--- src/rtl/fetch_unit.sv ---
// fetch_unit: MIPS instruction-fetch stage with PC register, single outstanding bus request,
// delay-slot redirects and flushes. Optional macro FETCH_ADEL_CHECK_EN enables fetch address-error checking.
module fetch_unit #(
  parameter logic [31:0] RESET_PC = 32'hBFC0_0000
) (
  input  logic        clk,
  input  logic        resetn,
  output logic        ireq_valid,
  output logic [31:0] ireq_addr,
  input  logic        ireq_ready,
  input  logic        iresp_valid,
  input  logic [31:0] iresp_data,
  input  logic        stall,
  input  logic        ifj,
  input  logic [31:0] pc_decode,
  input  logic        flush,
  input  logic [31:0] flush_pc,
  output logic        d_valid,
  output logic [31:0] d_pc,
  output logic [31:0] d_instr,
  output logic        d_adel,
  output logic [1:0]  dbg_state,
  output logic        dbg_redir_pending,
  output logic        dbg_kill
);

  // Handshakes: a request transfers on a cycle with ireq_valid & ireq_ready, and ireq_addr holds
  // until then except on flush; a response transfers on any cycle with iresp_valid while in S_WAIT.
  typedef enum logic [1:0] {
    S_REQ  = 2'd0,
    S_WAIT = 2'd1,
    S_HOLD = 2'd2
  } state_t;

  state_t      state_q, state_d;
  logic [31:0] pc_q;
  logic [31:0] redir_pc_q;
  logic        redir_pending_q;
  logic        kill_q, kill_d;
  logic [31:0] hold_q;
  logic        adel_req;
  logic        adel_deliver;
  logic        deliver;
  logic        redirect;
  logic        flush_to_wait;
  logic [31:0] deliver_word;
  logic [31:0] next_pc;

`ifdef FETCH_ADEL_CHECK_EN
  logic adel_done_q;

  assign adel_req     = (pc_q[1:0] != 2'b00);
  assign ireq_addr    = pc_q;
  assign adel_deliver = (state_q == S_REQ) && adel_req && !adel_done_q && !stall && !flush;

  // Once the error has been handed to decode, fetch parks until a flush supplies a new PC.
  always_ff @(posedge clk or negedge resetn) begin
    if (!resetn)           adel_done_q <= 1'b0;
    else if (flush)        adel_done_q <= 1'b0;
    else if (adel_deliver) adel_done_q <= 1'b1;
  end
`else
  assign adel_req     = 1'b0;
  assign ireq_addr    = {pc_q[31:2], 2'b00};
  assign adel_deliver = 1'b0;
`endif

  assign ireq_valid = (state_q == S_REQ) && !adel_req;

  // An instruction completes when it enters the decode register.
  assign deliver = !flush && !stall &&
                   (((state_q == S_WAIT) && iresp_valid && !kill_q) || (state_q == S_HOLD));
  assign deliver_word = (state_q == S_HOLD) ? hold_q : iresp_data;
  assign redirect     = ifj && !stall && !flush;
  assign next_pc      = redirect        ? pc_decode  :
                        redir_pending_q ? redir_pc_q : pc_q + 32'd4;

  // A request already accepted (or accepted in this very cycle) must have its response discarded.
  assign flush_to_wait = ((state_q == S_REQ) && ireq_valid && ireq_ready) ||
                         ((state_q == S_WAIT) && !iresp_valid);

  always_comb begin
    state_d = state_q;
    kill_d  = kill_q;
    case (state_q)
      S_REQ:  if (ireq_valid && ireq_ready) state_d = S_WAIT;
      S_WAIT: begin
        if (iresp_valid) begin
          kill_d = 1'b0;
          if (kill_q)     state_d = S_REQ;
          else if (stall) state_d = S_HOLD;
          else            state_d = S_REQ;
        end
      end
      S_HOLD: if (!stall) state_d = S_REQ;
      default: state_d = S_REQ;
    endcase
    if (flush) begin
      state_d = flush_to_wait ? S_WAIT : S_REQ;
      kill_d  = flush_to_wait;
    end
  end

  always_ff @(posedge clk or negedge resetn) begin
    if (!resetn) begin
      state_q         <= S_REQ;
      kill_q          <= 1'b0;
      pc_q            <= RESET_PC;
      redir_pending_q <= 1'b0;
      redir_pc_q      <= 32'd0;
      hold_q          <= 32'd0;
    end else begin
      state_q <= state_d;
      kill_q  <= kill_d;
      if (flush)        pc_q <= flush_pc;
      else if (deliver) pc_q <= next_pc;
      if (flush || deliver) begin
        redir_pending_q <= 1'b0;
      end else if (redirect) begin
        redir_pending_q <= 1'b1;
        redir_pc_q      <= pc_decode;
      end
      if (!flush && (state_q == S_WAIT) && iresp_valid && !kill_q && stall)
        hold_q <= iresp_data;
    end
  end

  // Decode register: loads only when decode accepts; otherwise holds. Empty slots carry zeros.
  always_ff @(posedge clk or negedge resetn) begin
    if (!resetn) begin
      d_valid <= 1'b0;
      d_pc    <= 32'd0;
      d_instr <= 32'd0;
      d_adel  <= 1'b0;
    end else if (flush) begin
      d_valid <= 1'b0;
      d_instr <= 32'd0;
      d_adel  <= 1'b0;
    end else if (!stall) begin
      if (deliver) begin
        d_valid <= 1'b1;
        d_pc    <= pc_q;
        d_instr <= deliver_word;
        d_adel  <= 1'b0;
      end else if (adel_deliver) begin
        d_valid <= 1'b1;
        d_pc    <= pc_q;
        d_instr <= 32'd0;
        d_adel  <= 1'b1;
      end else begin
        d_valid <= 1'b0;
        d_instr <= 32'd0;
        d_adel  <= 1'b0;
      end
    end
  end

  assign dbg_state         = state_q;
  assign dbg_redir_pending = redir_pending_q;
  assign dbg_kill          = kill_q;

endmodule

--- config.mk ---
export PLATFORM = sky130hd
export DESIGN_NAME = fetch_unit
export DESIGN_NICKNAME = d
export VERILOG_FILES = /design/src/rtl/fetch_unit.sv
export SDC_FILE = /design/constraint.sdc
export NUM_CORES = 1
export LEC_CHECK = 0
export BUFFER_PORTS_ARGS = -buffer_cell sky130_fd_sc_hd__clkbuf_2
export CAP_MARGIN = 20
export CORE_MARGIN = 4
export CORE_UTILIZATION = 54
export CTS_CLUSTER_DIAMETER = 30
export DETAILED_ROUTE_END_ITERATION = 10
export GPL_TIMING_DRIVEN = 1
export PLACE_DENSITY = 0.83
export SETUP_SLACK_MARGIN = 0.02
export SLEW_MARGIN = 25
export SYNTH_ARGS = -nofsm -noshare
export SYNTH_HDL_FRONTEND = slang
export SYNTH_SLANG_ARGS = --single-unit
--- constraint.sdc ---
create_clock -name clk -period 2.8 [get_ports clk]
set_clock_uncertainty 0.05 [all_clocks]
set_input_delay 0.28 -clock clk [delete_from_list [all_inputs] [get_ports clk]]
set_output_delay 0.28 -clock clk [all_outputs]
set_load 0.02 [all_outputs]
* Word level (Yosys, flattened, before mapping)
Cells that the tools add are included.
Word-level totals: flip-flop bits (word level) 166, bits of input ports 103, output and inout port bits 103, logic and storage cells 74
Operators by class: add/subtract/negate cells 1, equality and inequality tests 6, mux-type cells 26, bitwise logic cells 3, reduce and logical (&&, ||, !) cells 28
Operators with widths (number):
- $mux 32 | 8
- $add 32x3->32 const B | 1
- $logic_and 1x1->1 | 12
- $mux 2 | 6
- $mux 1 | 11
- $reduce_bool 2->1 | 4
- $ne 3x3->1 const B | 2
- $pmux 2 s3 | 1
- $reduce_and 3->1 | 2
- $logic_not 1->1 | 4
- $reduce_and 2->1 | 2
- $logic_or 1x1->1 | 3
- $ne 3x1->1 const B | 1
- $not 1->1 | 3
- $eq 2x1->1 const B | 1
- $eq 2x2->1 const B | 1
- $logic_not 2->1 | 1
- $ne 2x1->1 const B | 1

* Logic depth before layout (Yosys ltp)
Gate-level depths: netlist of the first run.
depth in word-level cells 8, gate-level depth with buffers 8

* Least setup slack after synthesis of the first run
Ideal clock, no wire load.
path kind register to register, start register pc_q[2], end register pc_q[20], setup time 66 ps, arrival time 1815 ps, slack 869 ps, cell stages (with the launch flop) 8, period minus slack after synthesis 1931 ps, path through dfrtp_1 > ha_1 > nand3_2 > or2_1 > buf_6 > or4_1 > a21boi_1 > a221o_1
On the way: longest elaborated chain between the ends 5
RTL lines:
- start: declaration | line 36 | logic [31:0] pc_q;
- start signal: assignment | line 115 | if (flush) pc_q <= flush_pc;
- start signal: assignment | line 116 | else if (deliver) pc_q <= next_pc;
- $add 32x3->32 | line 76 | redir_pending_q ? redir_pc_q : pc_q + 32'd4;
- $mux 32 | line 76
- $mux 32 | line 75 | assign next_pc = redirect ? pc_decode :
- $mux 32 | line 116
- $mux 32 | line 115
Every way passes these cells. The select of a mux whose other input is x is not followed. A chain may end at the register's enable or synchronous reset.

* Worst setup path in the final report of the first run
start register state_q[1] (netlist: dbg_state[1]), end register pc_q[10]
On the way: longest elaborated chain between the ends 6
RTL lines:
- start: declaration | line 35 | state_t state_q, state_d;
- start signal: assignment | line 113 | state_q <= state_d;
- $eq 2x1->1 | line 72 | (((state_q == S_WAIT) && iresp_valid && !kill_q) || (state_q == S_HOLD));
- $logic_and 1x1->1 (2 in a row) | line 72
- $logic_or 1x1->1 * | line 72
- $logic_and 1x1->1 * | line 71 | assign deliver = !flush && !stall &&
- $reduce_bool 2->1 (no line) *
Mark *: on every way between the ends. The rest lies on a longest branch, timed or not.

==> impl_metrics.yaml, run 1 <==
status:
  status: "complete, no violations"
worst_setup_path:
  path_max_fanout: 19
  cp.required_ns: 3.03
  cp.arrival_ns: 2.62
  end_kind: "register"
  worst-setup-path-type: "register to register"
  cp-start-kind: "register"
power:
  ir_drop_v: 0.000463
  p_leak_nw: 4.86
  power_density_nw_per_um2: 727
  p_total_mw: 7.07
detailed_routing:
  num_vias: 6610
  wl_per_cell_um: 18.4
  via_per_inst: 5.71
  drt_iter0_markers: 594
  postRouteWirelength_um: 21300
  drt.antenna.violating_nets: 0
  drc: 0
  firstDrtPassIters: 5
yosys:
  synth_ff_type: "dfrtp_1"
  async_flop_share_pct: 100
  yosysWarningCount: 0
  synth_edf_count: 0
  ys_seq_elements: 165
  netlist_area_um2: 8210
  syn_inst: 801
  yosysSeqAreaShare_pct: 50.4
  avgSynthCellArea_um2: 10.3
  synth_cell_types: 71
global_routing:
  grt_max_degree: 75
  track_usage_pct: 24.9
  grt_overflow: 0
  antenna_found_initial: 3
  grt_pass1_vias: 6594
  grt_first_pass_wirelength_um: 34800
floorplanning:
  start_util_pct: 55.9
  io_pins: 206
  core_area_um2: 14700
  num_rows: 44
  die_area_um2: 17200
  die_h_um: 131
  die_w_um: 131
finish:
  drive_gt1_share_pct: 35.2
  final_common_cell: "clkbuf_2"
  final_cell_count_no_fill: 1158
  final_area_um2: 9730
  finalNetCount: 1063
  finish.utilization_pct: 66.2
  area_delta_synth_final_pct: 18.5
  final_cell_mix: "clkbuf_2, nand2_1, dfrtp_1"
clock_tree:
  clk_pin_slew_worst_paths_ns: 0.07
  clk_latency_ns: 0.42
  cts_buffers: 17
  cts.sinks: 165
  post_cts_buffers: 0
  cts_tree: "yes"
  cts_resized: 0
  clockBufferDepth: 2
  cts-htree-levels: 4
  root_buffer: "clkbuf_16"
sta:
  setup_tns_ns: 0
  period_share_pct: 85.4
  holdWs_ns: 0.0284
  slew_viol_final: 0
  setup_ws_ns: 0.408
  fmax_mhz: 418
  fin_crit_ns: 2.39
  worst_pin_slew_ns: 0.720
  rsz0062_at_grt: "no"
  finalHoldViolations: 0
  setup_violations: 0
  relSlewSlack_pct: 52.0
place:
  place_ws_ns: 0.511
  gp_congestion: 0.849
  dpl.cell_count: 1122
  dp_hpwl_um: 15100
  place_area_um2: 9140
  io_buffers: 202
hold_path:
  hp-class: "input pin to register"
flow_run:
  maxCapViolCount: 0
## state kept, by name, summed over array words and instances (netlist names)
| register | flops |
|---|---|
| d_valid | 1 |
| pc_q | 32 |
| redir_pc_q | 32 |
| dbg_kill | 1 |
| d_instr | 32 |
| dbg_redir_pending | 1 |
| d_pc | 32 |
| hold_q | 32 |
| dbg_state | 2 |
## report_power, final
part | internal, mW | switching (mW) | leakage (nW)
Combinational | 0.667 | 0.877 | 2.52
Clock | 1.26 | 0.978 | 0.278
Sequential | 2.93 | 0.356 | 2.06
## per-layer routing
metal  up-vias  part of all wire, %  track usage, %
li1       3098                    -               -
met1      3188                   42            33.7
met2       280                   47            39.2
met3        42                  7.8            6.35
met4         2                  2.7            8.98
met5         -                0.085               0
## critical path, cell delays in order, from the launching register on
cell	delay (ns)
dfrtp_1	0.45
nor2b_1	0.48
o21a_2	0.50
nor2_2	0.22
a222oi_1	0.37
o21ai_0	0.17
## Yosys cell counts (2+ instances only)
master / count / area, um2
a31oi_1: 4 / 25.0
a221o_1: 6 / 60.1
nor4_1: 5 / 31.3
nand4b_1: 3 / 26.3
clkbuf_1: 21 / 78.8
xnor2_1: 6 / 52.6
o221ai_1: 9 / 78.8
nand3_1: 7 / 35.0
clkbuf_8: 4 / 55.1
o22ai_1: 12 / 75.1
nor3b_1: 3 / 22.5
nor2_2: 2 / 12.5
a221oi_1: 6 / 52.6
buf_6: 2 / 22.5
nand2_1: 168 / 631
buf_4: 34 / 255
dfstp_2: 9 / 236
a21oi_1: 20 / 100
o211ai_1: 2 / 15.0
a21o_1: 2 / 15.0
a311oi_1: 3 / 26.3
nand2b_1: 3 / 18.8
a222oi_1: 3 / 30.0
nand4_1: 8 / 50.1
xor2_1: 13 / 114
or2_2: 2 / 12.5
and3_1: 5 / 31.3
a22oi_1: 3 / 22.5
o31ai_1: 7 / 52.6
mux2_2: 64 / 721
or3_1: 3 / 18.8
buf_1: 2 / 7.51
mux2i_1: 39 / 390
nor2b_1: 8 / 50.1
o22a_1: 2 / 17.5
o21ai_0: 56 / 280
nor3_1: 10 / 50.1
dfrtp_1: 156 / 3900
and4_1: 2 / 17.5
nor2_1: 25 / 93.8
buf_2: 21 / 105
inv_1: 12 / 45.0
## cell families (layout without fill, tap and decap cells)
family | Yosys count | count (layout) | synth area share, %
buf+inv | 97 | 266 | 7.02
compound gates | 148 | 148 | 11.7
other cells | 1 | 5 | 0.0457
simple gates | 266 | 266 | 14.9
fa+ha+maj | 1 | 1 | 0.152
xor+xnor | 19 | 19 | 2.03
flops | 165 | 165 | 50.4
mux | 104 | 104 | 13.7
## worst paths after layout
check / startpoint / end / slack (ns) / depth (start not counted)
min in group asynchronous: resetn / d_pc[6] / 0.40 / 2
worst min register to register: d_pc[26] / d_pc[26] / 0.42 / 2
worst min-delay path: flush_pc[4] / pc_q[4] / 0.03 / 3
worst max-delay path: dbg_state[1] / pc_q[10] / 0.41 / 5
worst max register to register: dbg_state[1] / pc_q[10] / 0.41 / 5
max in group asynchronous: resetn / d_instr[28] / 1.54 / 3
## area by class of cell
type	instances	area (um2)
diodes	2	5.00
repair buffers	222	1220
multi-input cells	541	3520
inverters	12	45.0
well taps	184	230
fillers	1163	4970
clock buffers	19	443
clock inverters	13	126
flip-flops and latches	165	4140
## timing repair
action,CTS,global route
hold buffers,2,0
setup endpoints to repair,0,0
hold endpoints to repair,65,0
No activity file was read; power rests on OpenSTA's default activity.
==> run 2, diff against run 1 <==
--- a/config.mk
+++ b/config.mk
@@ -9,12 +9,14 @@
 export CAP_MARGIN = 20
 export CORE_MARGIN = 4
 export CORE_UTILIZATION = 54
+export CTS_BUF_LIST = sky130_fd_sc_hd__clkbuf_4 sky130_fd_sc_hd__clkbuf_8 sky130_fd_sc_hd__clkbuf_16
 export CTS_CLUSTER_DIAMETER = 30
 export DETAILED_ROUTE_END_ITERATION = 10
 export GPL_TIMING_DRIVEN = 1
 export PLACE_DENSITY = 0.83
-export SETUP_SLACK_MARGIN = 0.02
+export SETUP_SLACK_MARGIN = 0.5
 export SLEW_MARGIN = 25
 export SYNTH_ARGS = -nofsm -noshare
 export SYNTH_HDL_FRONTEND = slang
 export SYNTH_SLANG_ARGS = --single-unit
+export TNS_END_PERCENT = 1
==> impl_metrics.yaml, run 2 (synthesized netlist as in run 1, its figures left out) <==
status:
  status: "complete, no violations"
detailed_routing:
  postRouteWirelength_um: 21400
  firstDrtPassIters: 5
  drt.antenna.violating_nets: 0
  drc: 0
  via_per_inst: 5.70
  drt_iter0_markers: 572
  wl_per_cell_um: 18.5
  num_vias: 6607
global_routing:
  track_usage_pct: 24.9
  grt_first_pass_wirelength_um: 34700
  grt_pass1_vias: 6594
  busiest_layer: "met2"
  grt_overflow: 0
  antenna_found_initial: 3
  grt_max_degree: 75
  gr-usage-met3_pct: 6.35
  met2_usage_pct: 39.3
  use_met1_pct: 33.6
power:
  internal_power_mw: 4.87
  switching_share_pct: 31.2
  clockPowerShare_pct: 31.7
  p_sw_mw: 2.21
  p_comb_share_pct: 21.9
  p_seq_share_pct: 46.4
  p_leak_nw: 4.87
  p_total_mw: 7.08
  ir_drop_v: 0.000461
  power_density_nw_per_um2: 726
worst_setup_path:
  cp.required_ns: 3.02
  worst-setup-path-type: "register to register"
  crit_path_top_delay_cell: "nor2b_2"
  crit_chain: "nor2b_2, o21a_4, nor2_2, a222oi_1, o21ai_0"
  crit_family: "compound AO/OA/AOI/OAI gates"
  end_kind: "register"
  cp.arrival_ns: 2.43
  critPathBufInv: 0
  cp_slowest_stage_delay_ns: 0.47
  cp-start-kind: "register"
  path_max_fanout: 19
clock_tree:
  cts_tree: "yes"
  cts.sinks: 165
  clockBufferDepth: 2
  root_buffer: "clkbuf_16"
  cts-htree-levels: 4
  clk_latency_ns: 0.42
  post_cts_buffers: 0
  clk_pin_slew_worst_paths_ns: 0.07
  cts_buffers: 17
sta:
  setup_violations: 0
  period_share_pct: 78.6
  relSlewSlack_pct: 51.4
  rsz0062_at_grt: "yes"
  setup_tns_ns: 0
  worst_pin_slew_ns: 0.729
  fin_crit_ns: 2.20
  finalHoldViolations: 0
  fmax_mhz: 454
  slew_viol_final: 0
finish:
  final_cell_mix: "clkbuf_2, nand2_1, dfrtp_1"
  area_delta_synth_final_pct: 18.8
  final_common_cell: "clkbuf_2"
  drive_gt1_share_pct: 35.7
  final_cell_count_no_fill: 1159
  finalNetCount: 1064
floorplanning:
  num_rows: 44
  io_pins: 206
  start_util_pct: 55.9
  core_area_um2: 14700
  die_area_um2: 17200
  die_h_um: 131
  die_w_um: 131
place:
  io_buffers: 202
  gp_congestion: 0.849
  dpl.cell_count: 1122
  dp_hpwl_um: 15100
flow_run:
  maxCapViolCount: 0
hold_path:
  hp-class: "input pin to register"
[run 2: area by class of cell]
cell class	instances	area, um2
inverter	12	45.0
multi-input combinational	542	3530
tap	184	230
antenna	2	5.00
sequential	165	4140
timing repair buffer	222	1220
clock inverter	13	126
fill	1153	4950
clock buffer	19	447
[run 2: worst reg2reg max path: stages, from the launching register on]
cell and delay, ns:
dfrtp_1 0.45, nor2b_2 0.47, o21a_4 0.35, nor2_2 0.19
a222oi_1 0.37, o21ai_0 0.17
[run 2: path summary, 6_finish.rpt]
path,from,to,slack (ns),depth (start not counted)
worst max-delay path,dbg_state[1],pc_q[10],0.60,5
worst min-delay path,flush_pc[4],pc_q[4],0.03,3
worst max register to register,dbg_state[1],pc_q[10],0.60,5
worst min register to register,d_pc[26],d_pc[26],0.42,2
max in group asynchronous,resetn,d_instr[28],1.54,3
min in group asynchronous,resetn,d_pc[6],0.40,2
[run 2: power groups by stage]
stage | Sequential (mW) | Clock, mW | Combinational [mW]
detailed placement | 3.32 | 0 | 1.55
global route | 3.37 | 2.38 | 1.70
finish | 3.29 | 2.25 | 1.55
CTS | 3.28 | 2.28 | 1.56
floorplan | 3.47 | 0 | 0.869
global placement | 3.29 | 0 | 1.51
[run 2: repair_timing]
item	in CTS	in global routing
endpoints found under the hold margin	65	0
pin swaps	0	1
cloned	0	1
resized for setup	1	3
endpoints found under the setup margin	2	11
hold buffers	2	0
[run 2: layer usage]
metal / routed length (um) / vias up
li1: - / 3102
met3: 1700 / 42
met5: 0 / -
met2: 10100 / 277
met4: 623 / 0
met1: 9030 / 3186
[run 2: through the flow]
| step | hold WS [ns] | util (%) | area [um2] | worst slack (ns) |
|---|---|---|---|---|
| 2_1_floorplan | -0.0656 | - | 8220 | 0.869 |
| 3_5_place_dp | 0.314 | 62.1 | 9140 | 0.511 |
| 6_report | 0.0300 | 66.4 | 9750 | 0.599 |
| 4_1_cts | 0.0132 | 66.2 | 9730 | 0.536 |
| 5_1_grt | 0.0266 | 66.4 | 9750 | 0.504 |
| 3_3_place_gp | 0.311 | 62.1 | 9140 | 0.596 |
==> run 3, diff against run 2 <==
--- a/config.mk
+++ b/config.mk
@@ -8,12 +8,12 @@
 export BUFFER_PORTS_ARGS = -buffer_cell sky130_fd_sc_hd__clkbuf_2
 export CAP_MARGIN = 20
 export CORE_MARGIN = 4
-export CORE_UTILIZATION = 54
+export CORE_UTILIZATION = 49
 export CTS_BUF_LIST = sky130_fd_sc_hd__clkbuf_4 sky130_fd_sc_hd__clkbuf_8 sky130_fd_sc_hd__clkbuf_16
 export CTS_CLUSTER_DIAMETER = 30
 export DETAILED_ROUTE_END_ITERATION = 10
 export GPL_TIMING_DRIVEN = 1
-export PLACE_DENSITY = 0.83
+export PLACE_DENSITY = 0.79
 export SETUP_SLACK_MARGIN = 0.5
 export SLEW_MARGIN = 25
 export SYNTH_ARGS = -nofsm -noshare
==> constraint.sdc (replaced) <==
create_clock -name clk -period 1.9 [get_ports clk]
set_clock_uncertainty 0.05 [all_clocks]
set_input_delay 0.19 -clock clk [delete_from_list [all_inputs] [get_ports clk]]
set_output_delay 0.19 -clock clk [all_outputs]
set_load 0.02 [all_outputs]
==> impl_metrics.yaml, run 3 (synthesized netlist as in run 1, its figures left out) <==
place:
  io_buffers: 202
  dp_hpwl_um: 16400
  place_ws_ns: -0.00898
  gp_congestion: 0.879
sta:
  rsz0062_at_grt: "yes"
  worst_pin_slew_ns: 0.685
  slew_viol_final: 0
  relSlewSlack_pct: 54.3
  period_share_pct: 104
  fmax_mhz: 504
  setup_violations: 2
  setup_ws_ns: -0.0829
  fin_crit_ns: 1.98
  finalHoldViolations: 0
worst_setup_path:
  cp.required_ns: 2.20
  ff2ff_path_depth: 6
  r2r-start: "pc_q[9]"
  reg2reg_slack_ns: -0.08
  cp-start-kind: "register"
  r2r-end: "pc_q[22]"
  path_max_fanout: 9
  worst-setup-path-type: "register to register"
  cp.arrival_ns: 2.28
  end_kind: "register"
hold_path:
  min_to: "dbg_kill"
  hp-class: "input pin to register"
  holdCritStartpoint: "ireq_ready"
  hold_depth: 3
floorplanning:
  die_h_um: 137
  core_area_um2: 16500
  io_pins: 206
  start_util_pct: 49.7
  num_rows: 47
  die_area_um2: 18900
  die_w_um: 137
detailed_routing:
  drc: 1
  drt_iter0_markers: 1130
  drt.antenna.violating_nets: 0
  postRouteWirelength_um: 30200
  wl_per_cell_um: 22.5
  via_per_inst: 6.03
  num_vias: 8085
  firstDrtPassIters: 11
global_routing:
  grt_overflow: 0
  antenna_found_initial: 1
  grt_max_degree: 44
  track_usage_pct: 27.8
  grt_first_pass_wirelength_um: 40800
  grt_pass1_vias: 7715
finish:
  finalNetCount: 1210
  drive_gt1_share_pct: 43.3
  final_cell_mix: "clkbuf_2, nand2_1, dfrtp_1"
  finish.utilization_pct: 72.8
  final_common_cell: "clkbuf_2"
  area_delta_synth_final_pct: 46.4
flow_run:
  maxCapViolCount: 0
clock_tree:
  cts.sinks: 165
  clk_latency_ns: 0.44
  cts-htree-levels: 4
  clk_pin_slew_worst_paths_ns: 0.07
  cts_buffers: 17
  root_buffer: "clkbuf_16"
  cts_tree: "yes"
  clockBufferDepth: 2
power:
  power_density_nw_per_um2: 949
  ir_drop_v: 0.000730
  p_leak_nw: 5.83
status:
  violations: "DRC, setup timing"
  status: "finished, violations left"
==> run 3: routing by layer <==
layer / vias up / GRT usage, % / part of all wire (%)
met3: 206 / 6.43 / 9.9
li1: 3415 / - / -
met2: 613 / 44.7 / 48
met4: 0 / 14.1 / 6.6
met5: - / 0 / 0
met1: 3851 / 35.3 / 36
==> run 3: cell type report <==
cell class	count	area, um2
repair buffers	369	2930
diodes	2	5.00
flip-flops and latches	165	4150
fillers	996	4500
clock inverters	15	144
inverters	12	48.8
multi-input cells	541	4050
well taps	220	275
clock buffers	17	425
==> run 3: through the flow <==
stage	area (um2)	std cells	TNS [ns]	hold slack, ns	power, mW
6_report	12000	1341	-0.0900	0.0146	11.4
5_1_grt	12000	1340	-0.442	0.00948	11.9
4_1_cts	11300	1337	0	0.00261	10.9
3_5_place_dp	9600	1195	-0.00898	0.0723	7.36
3_3_place_gp	9600	1195	0	0.0732	7.25
2_1_floorplan	8340	803	0	-0.156	6.45
==> run 3: timing repair <==
item,in CTS,in global routing
pin swaps,9,59
hold endpoints to repair,228,0
buffers inserted,20,2
endpoints found under the setup margin,179,194
resized for setup,15,246
cloned,1,0
hold buffers,89,0
==> run 3: worst max path at each step <==
stage                       from              to  slack, ns  depth (start not counted)
global placement             ifj        pc_q[20]       0.04                          6
floorplan                pc_q[2]        pc_q[20]       0.14                          7
global route        dbg_state[0]        pc_q[10]      -0.14                          6
CTS                 dbg_state[0]  redir_pc_q[12]       0.13                          6
detailed placement           ifj        pc_q[20]     -0.009                          6
finish                   pc_q[9]        pc_q[22]      -0.08                          6
==> run 3: worst max-delay path, cell delays in order, from the launching register on <==
cell,delay (ns)
dfrtp_1,0.42
nand4_4,0.24
or2_4,0.35
buf_6,0.14
o31ai_2,0.25
nor3b_2,0.29
o22ai_1,0.14
==> run 3: power by group <==
part / switching [mW] / internal (mW) / total [mW]
Sequential: 0.548 / 4.33 / 4.87
Combinational: 1.68 / 1.46 / 3.14
Clock: 1.57 / 1.83 / 3.40
Total: 3.80 / 7.62 / 11.4
